### src/rtl/sprite_blit.sv
// sprite_blit: copies one 32x32 tile from the tile ROM into the 640x480 framebuffer.
// Each pixel is clipped to the screen and dropped when it matches the colour key.
module sprite_blit #(
  parameter int TW_LOG = 5,
  parameter int TH_LOG = 5,
  parameter int IDX_W  = 4,
  parameter int SCR_W  = 640,
  parameter int SCR_H  = 480
) (
  input  logic                            clk,
  input  logic                            rstn,
  input  logic                            start,
  input  logic [IDX_W-1:0]                tile_idx,
  input  logic [9:0]                      left,
  input  logic [9:0]                      top,
  input  logic                            key_en,
  input  logic [15:0]                     key_color,
  output logic                            busy,
  output logic                            done,
  output logic [IDX_W+TH_LOG+TW_LOG-1:0]  rom_addr,
  input  logic [15:0]                     rom_data,
  output logic [18:0]                     dst_addr,
  output logic [15:0]                     dst_data,
  output logic                            dst_wr
);
  localparam int PW = TH_LOG + TW_LOG;
  typedef enum logic [1:0] {IDLE, RUN, DRAIN, DONE} state_t;
  state_t state, nxt;
  logic [IDX_W-1:0] idx;
  logic [9:0] lft, tp;
  logic ken;
  logic [15:0] kcol;
  logic [PW-1:0] pix, pix_n;
  logic dr, ld, adv, v1, v2, vis1, vis2, wr;
  logic [10:0] x_n, y_n, x1, y1;
  logic [18:0] a2;
  // pix is the {row,col} currently on rom_addr; pix_n is the one issued this edge
  always_comb begin
    ld = state == IDLE && start;
    adv = state == RUN && !(&pix);
    pix_n = ld ? '0 : pix + 1'b1;
    x_n = 11'(ld ? left : lft) + 11'(pix_n[TW_LOG-1:0]);
    y_n = 11'(ld ? top : tp) + 11'(pix_n[PW-1:TW_LOG]);
    wr = v2 && vis2 && !(ken && rom_data == kcol);
    nxt = ld ? RUN :
          (state == RUN && &pix) ? DRAIN :
          (state == DRAIN && dr) ? DONE :
          state == DONE ? IDLE : state;
  end
  always_ff @(posedge clk) begin
    if (!rstn) begin
      state <= IDLE;
      busy <= 1'b0;
      done <= 1'b0;
      rom_addr <= '0;
      pix <= '0;
      dr <= 1'b0;
      v1 <= 1'b0;
      v2 <= 1'b0;
      dst_wr <= 1'b0;
      dst_addr <= '0;
      dst_data <= '0;
    end else begin
      state <= nxt;
      busy <= nxt == RUN || nxt == DRAIN;
      done <= nxt == DONE;
      dr <= state == DRAIN && !dr;
      if (ld || adv) begin
        pix <= pix_n;
        rom_addr <= {(ld ? tile_idx : idx), pix_n};
      end
      v1 <= ld || adv;
      v2 <= v1;
      dst_wr <= wr;
      if (wr) begin
        dst_addr <= a2;
        dst_data <= rom_data;
      end
    end
  end
  // stage 1 rides alongside the ROM access, the second stage lines up with rom_data
  always_ff @(posedge clk) begin
    if (ld) begin
      idx <= tile_idx;
      lft <= left;
      tp <= top;
      ken <= key_en;
      kcol <= key_color;
    end
    x1 <= x_n;
    y1 <= y_n;
    vis1 <= x_n < 11'(SCR_W) && y_n < 11'(SCR_H);
    vis2 <= vis1;
    a2 <= (19'(y1) << 9) + (19'(y1) << 7) + 19'(x1);
  end
endmodule

### config.mk
export PLATFORM = sky130hd
export DESIGN_NAME = sprite_blit
export DESIGN_NICKNAME = d
export VERILOG_FILES = /design/src/rtl/sprite_blit.sv
export SDC_FILE = /design/constraint.sdc
export NUM_CORES = 1
export LEC_CHECK = 0
export CAP_MARGIN = 20
export CORE_AREA = 2 2 117 119
export DETAILED_ROUTE_END_ITERATION = 10
export DIE_AREA = 0 0 119 121
export PLACE_DENSITY = 0.75
export SLEW_MARGIN = 10
export SYNTH_ARGS = -nofsm -noshare
export SYNTH_HDL_FRONTEND = slang
export SYNTH_SLANG_ARGS = --single-unit
### constraint.sdc
create_clock -name clk -period 4.85 [get_ports clk]
set_clock_uncertainty 0.2 [all_clocks]
set_input_delay 0.97 -clock clk [delete_from_list [all_inputs] [get_ports clk]]
set_output_delay 0.97 -clock clk [all_outputs]
set_load 0.05 [all_outputs]
==> impl_metrics.toml <==
[cells_and_area]
seq_area_mm2 = 0.003193
drive_above_1_share_pct = 7.781
syn_to_final_growth_pct = 31.09
multi_input_area_mm2 = 0.002700
fin_util_pct = 60.59
antenna-diode-count = 0
num-nets-final = 776
fillers = 1043

[setup_path]
rr_endpoint = "vis1"
crit_chain = "clkdlybuf4s50_1 > or3b_1 > clkinv_4 > nor2_1 > ha_1 > fa_1 > nand3_1 > nand2_1 > o2111ai_1 > nand3_1 > or3b_1 > o221ai_1 > a311oi_2"
worstPathRequired_ns = 4.97
cp_top_family = "simple AND/OR/NAND/NOR gates"
r2r_cells = 13
startpoint = "start"
slowest_stage = "clkdlybuf4s50_1"
rrSetupSlack_ns = 1.22
cp_num_buf_inv = 2
cp.depth = 13
cp-end-kind = "flop"
worst_setup_path_start_kind = "input pin"
worstSetupPathType = "in2reg"
reg2reg_from = "rom_addr[0]"
cp_max_fo = 39
worst_path_largest_cell_delay_ns = 0.48
endpoint = "vis1"
arrival_ns = 4.17

[min_path]
min-delay-path-class = "reg2reg"

[sta]
drv_slew = 0
hold_violations = 0
fin_crit_ns = 4.050
tns_ns = 0
fin_crit_sh_pct = 83.50
layout_setup_ws_ns = 0.8001
worstMarginPinSlew_ns = 0.9702
max_slew_margin_pct = 35.02
rsz0062_at_grt = "false"
clock.fmax_mhz = 246.9
setup_violations = 0

[run_status]
status = "complete, no violations"

[cts]
clock-sinks = 141
cts_setup_buffers = 0
clock_latency_ns = 0.42
cts.clk_slew.worst_paths_ns = 0.06
cts_tree = "yes"
clk_path_buf_depth = 2
cts_root_buf = "clkbuf_16"
cts_hold_buf = 0
cts_buffers = 17
h-tree-depth = 4
cts_resized = 0

[yosys]
synth.avg_cell_area_um2 = 10.74
async_flop_share_pct = 0
synth_cells = 563
synth_seq_cells = 141
synth_top_family_by_area = "simple AND/OR/NAND/NOR gates"
synth_nets = 658
yosysSeqAreaShare_pct = 52.79
synth-simple-area-share_pct = 14.32
yosys.area.top_type = "dfxtp_1"
yosysTopAreaCellShare_pct = 34.42
netlist_area_mm2 = 0.006048
synth_xor_area_share_pct = 8.254
muxShareOfSynthArea_pct = 7.344
synth-edff-count = 37
synth_compound_area_share_pct = 6.785
ys.flop_type = "dfxtp_1"
ys_warn_count = 0
synth_cell_type_count = 54
synthAdderAreaFrac_pct = 7.861
synthTopCellsByArea = "dfxtp_1, edfxtp_1, mux2i_1"

[run]
maxCapViolations = 0

[floorplanning]
initial_core_util_pct = 46.22
die_y_um = 121
rows = 42
coreArea_mm2 = 0.01309
ios = 112
die_width_um = 119
dieArea_mm2 = 0.01440

[drt]
drtIter0Drc = 219
wl_per_cell_um = 14.32
drt_pre_antenna_iters = 5
via_per_inst = 5.010
routed_wl_um = 12460
drtAntennaViolNets = 0
drc = 0
via_count = 4359

[global_route]
grt.total_usage_pct = 18.40
grt_pass1_vias = 4313
grt_remaining_overflow = 0
antenna_found_initial = 0
grt_max_degree = 40
grt_pass1_wl_um = 20880

[power]
peakVddDrop_v = 0.0002212
p_int_mw = 2.320
p_total_mw = 3.073
p_leak_nw = 3.325
switching_share_pct = 24.51
clkPwrFrac_pct = 40.9
power_frac_comb_pct = 14.2
net-switching-power_mw = 0.7534
p_per_area_mw_per_mm2 = 387.6
seqPwrFrac_pct = 44.9

[placement]
dp_hpwl_um = 9305
place_congestion = 0.8752
io_buffers = 111
dp_slack_ns = 0.3694
area by class of cell:
cell class	instances	area share [%]
sequential	141	40.27
multi-input combinational	388	34.05
timing repair buffer	118	14.68
clock buffer	22	6.391
tap	176	2.777
clock inverter	10	1.057
inverter	15	0.7732
Yosys cell counts, types with 2 or more instances:
| master | instances |
|---|---|
| edfxtp_1 | 37 |
| o21a_1 | 2 |
| nand3_1 | 16 |
| o21ai_0 | 12 |
| buf_2 | 4 |
| nand2_1 | 76 |
| nor4_1 | 2 |
| mux2i_1 | 43 |
| a31o_2 | 2 |
| a21o_1 | 4 |
| and2_1 | 6 |
| a21oi_1 | 16 |
| o31a_1 | 2 |
| or3b_1 | 2 |
| ha_1 | 30 |
| dfxtp_1 | 104 |
| or3_1 | 5 |
| nand4_1 | 4 |
| xor2_1 | 18 |
| buf_1 | 2 |
| buf_4 | 4 |
| nor3_1 | 8 |
| a311oi_1 | 4 |
| o21ai_2 | 3 |
| xnor2_1 | 39 |
| fa_1 | 5 |
| nand2b_1 | 4 |
| o21bai_1 | 3 |
| and2_4 | 2 |
| clkbuf_1 | 8 |
| o2111ai_1 | 3 |
| nor2_1 | 57 |
| a31oi_1 | 3 |
| inv_1 | 13 |
layout by cell type, fill, tap and decap left out, types with 6 or more instances in the layout:
master / count
a21oi_1: 16
and2_1: 6
buf_4: 7
clkbuf_16: 19
clkdlybuf4s50_1: 111
dfxtp_1: 104
edfxtp_1: 37
ha_1: 30
inv_1: 13
mux2i_1: 43
nand2_1: 76
nand3_1: 15
nor2_1: 57
nor3_1: 8
o21ai_0: 12
xnor2_1: 39
xor2_1: 18
metrics by stage:
stage               hold slack (ns)  area, µm²  std cells
finish                       0.1240       7929        870
global placement             0.1152       7338        838
floorplan                    0.1096       6050        563
detailed placement           0.1121       7338        838
CTS                          0.1239       7929        870
global route                 0.1290       7929        870
power groups by stage:
stage | sequential, mW | clock (mW) | combinational, mW
6_report | 1.38 | 1.26 | 0.435
5_1_grt | 1.39 | 1.34 | 0.483
4_1_cts | 1.38 | 1.28 | 0.439
3_5_place_dp | 1.41 | 0 | 0.436
3_3_place_gp | 1.40 | 0 | 0.424
2_1_floorplan | 1.44 | 0 | 0.250
registers in the layout (all words and copies together) (netlist names), 4 cells and up:
register	count
idx	4
lft	10
y1	11
dst_addr	19
x1	11
rom_addr	14
dst_data	16
tp	10
kcol	16
a2	19
layer usage:
layer	GRT usage (%)	share of wire [%]
met5	0	0
met1	22.97	46
met3	4.981	4.9
met2	30.39	48
met4	7.292	1.3
cell families after synthesis:
| logic type | after synthesis |
|---|---|
| buf+inv | 34 |
| mux | 44 |
| fa+ha+maj | 35 |
| xor+xnor | 57 |
| compound gates | 60 |
| flops | 141 |
| simple gates | 192 |
worst min path at each step:
stage,startpoint,slack (ns),depth (start not counted),end
6_report,x1[1],0.12,0,a2[1]
5_1_grt,x1[1],0.13,0,a2[1]
4_1_cts,x1[1],0.12,0,a2[1]
3_5_place_dp,x1[6],0.11,0,a2[6]
3_3_place_gp,x1[6],0.12,0,a2[6]
2_1_floorplan,x1[0],0.11,0,a2[0]
worst reg2reg max path, cell delays in order (launching register included):
cell      delay [ns]
dfxtp_1         0.48
ha_1            0.26
nand3_1         0.21
nor3_2          0.42
xnor2_1         0.16
nor2_1          0.07
ha_1            0.36
a21oi_1         0.17
o21ai_0         0.20
o221ai_2        0.27
nand2_2         0.14
xnor2_1         0.19
o22ai_1         0.13
a311oi_2        0.28
(Power assumes the default switching activity.)
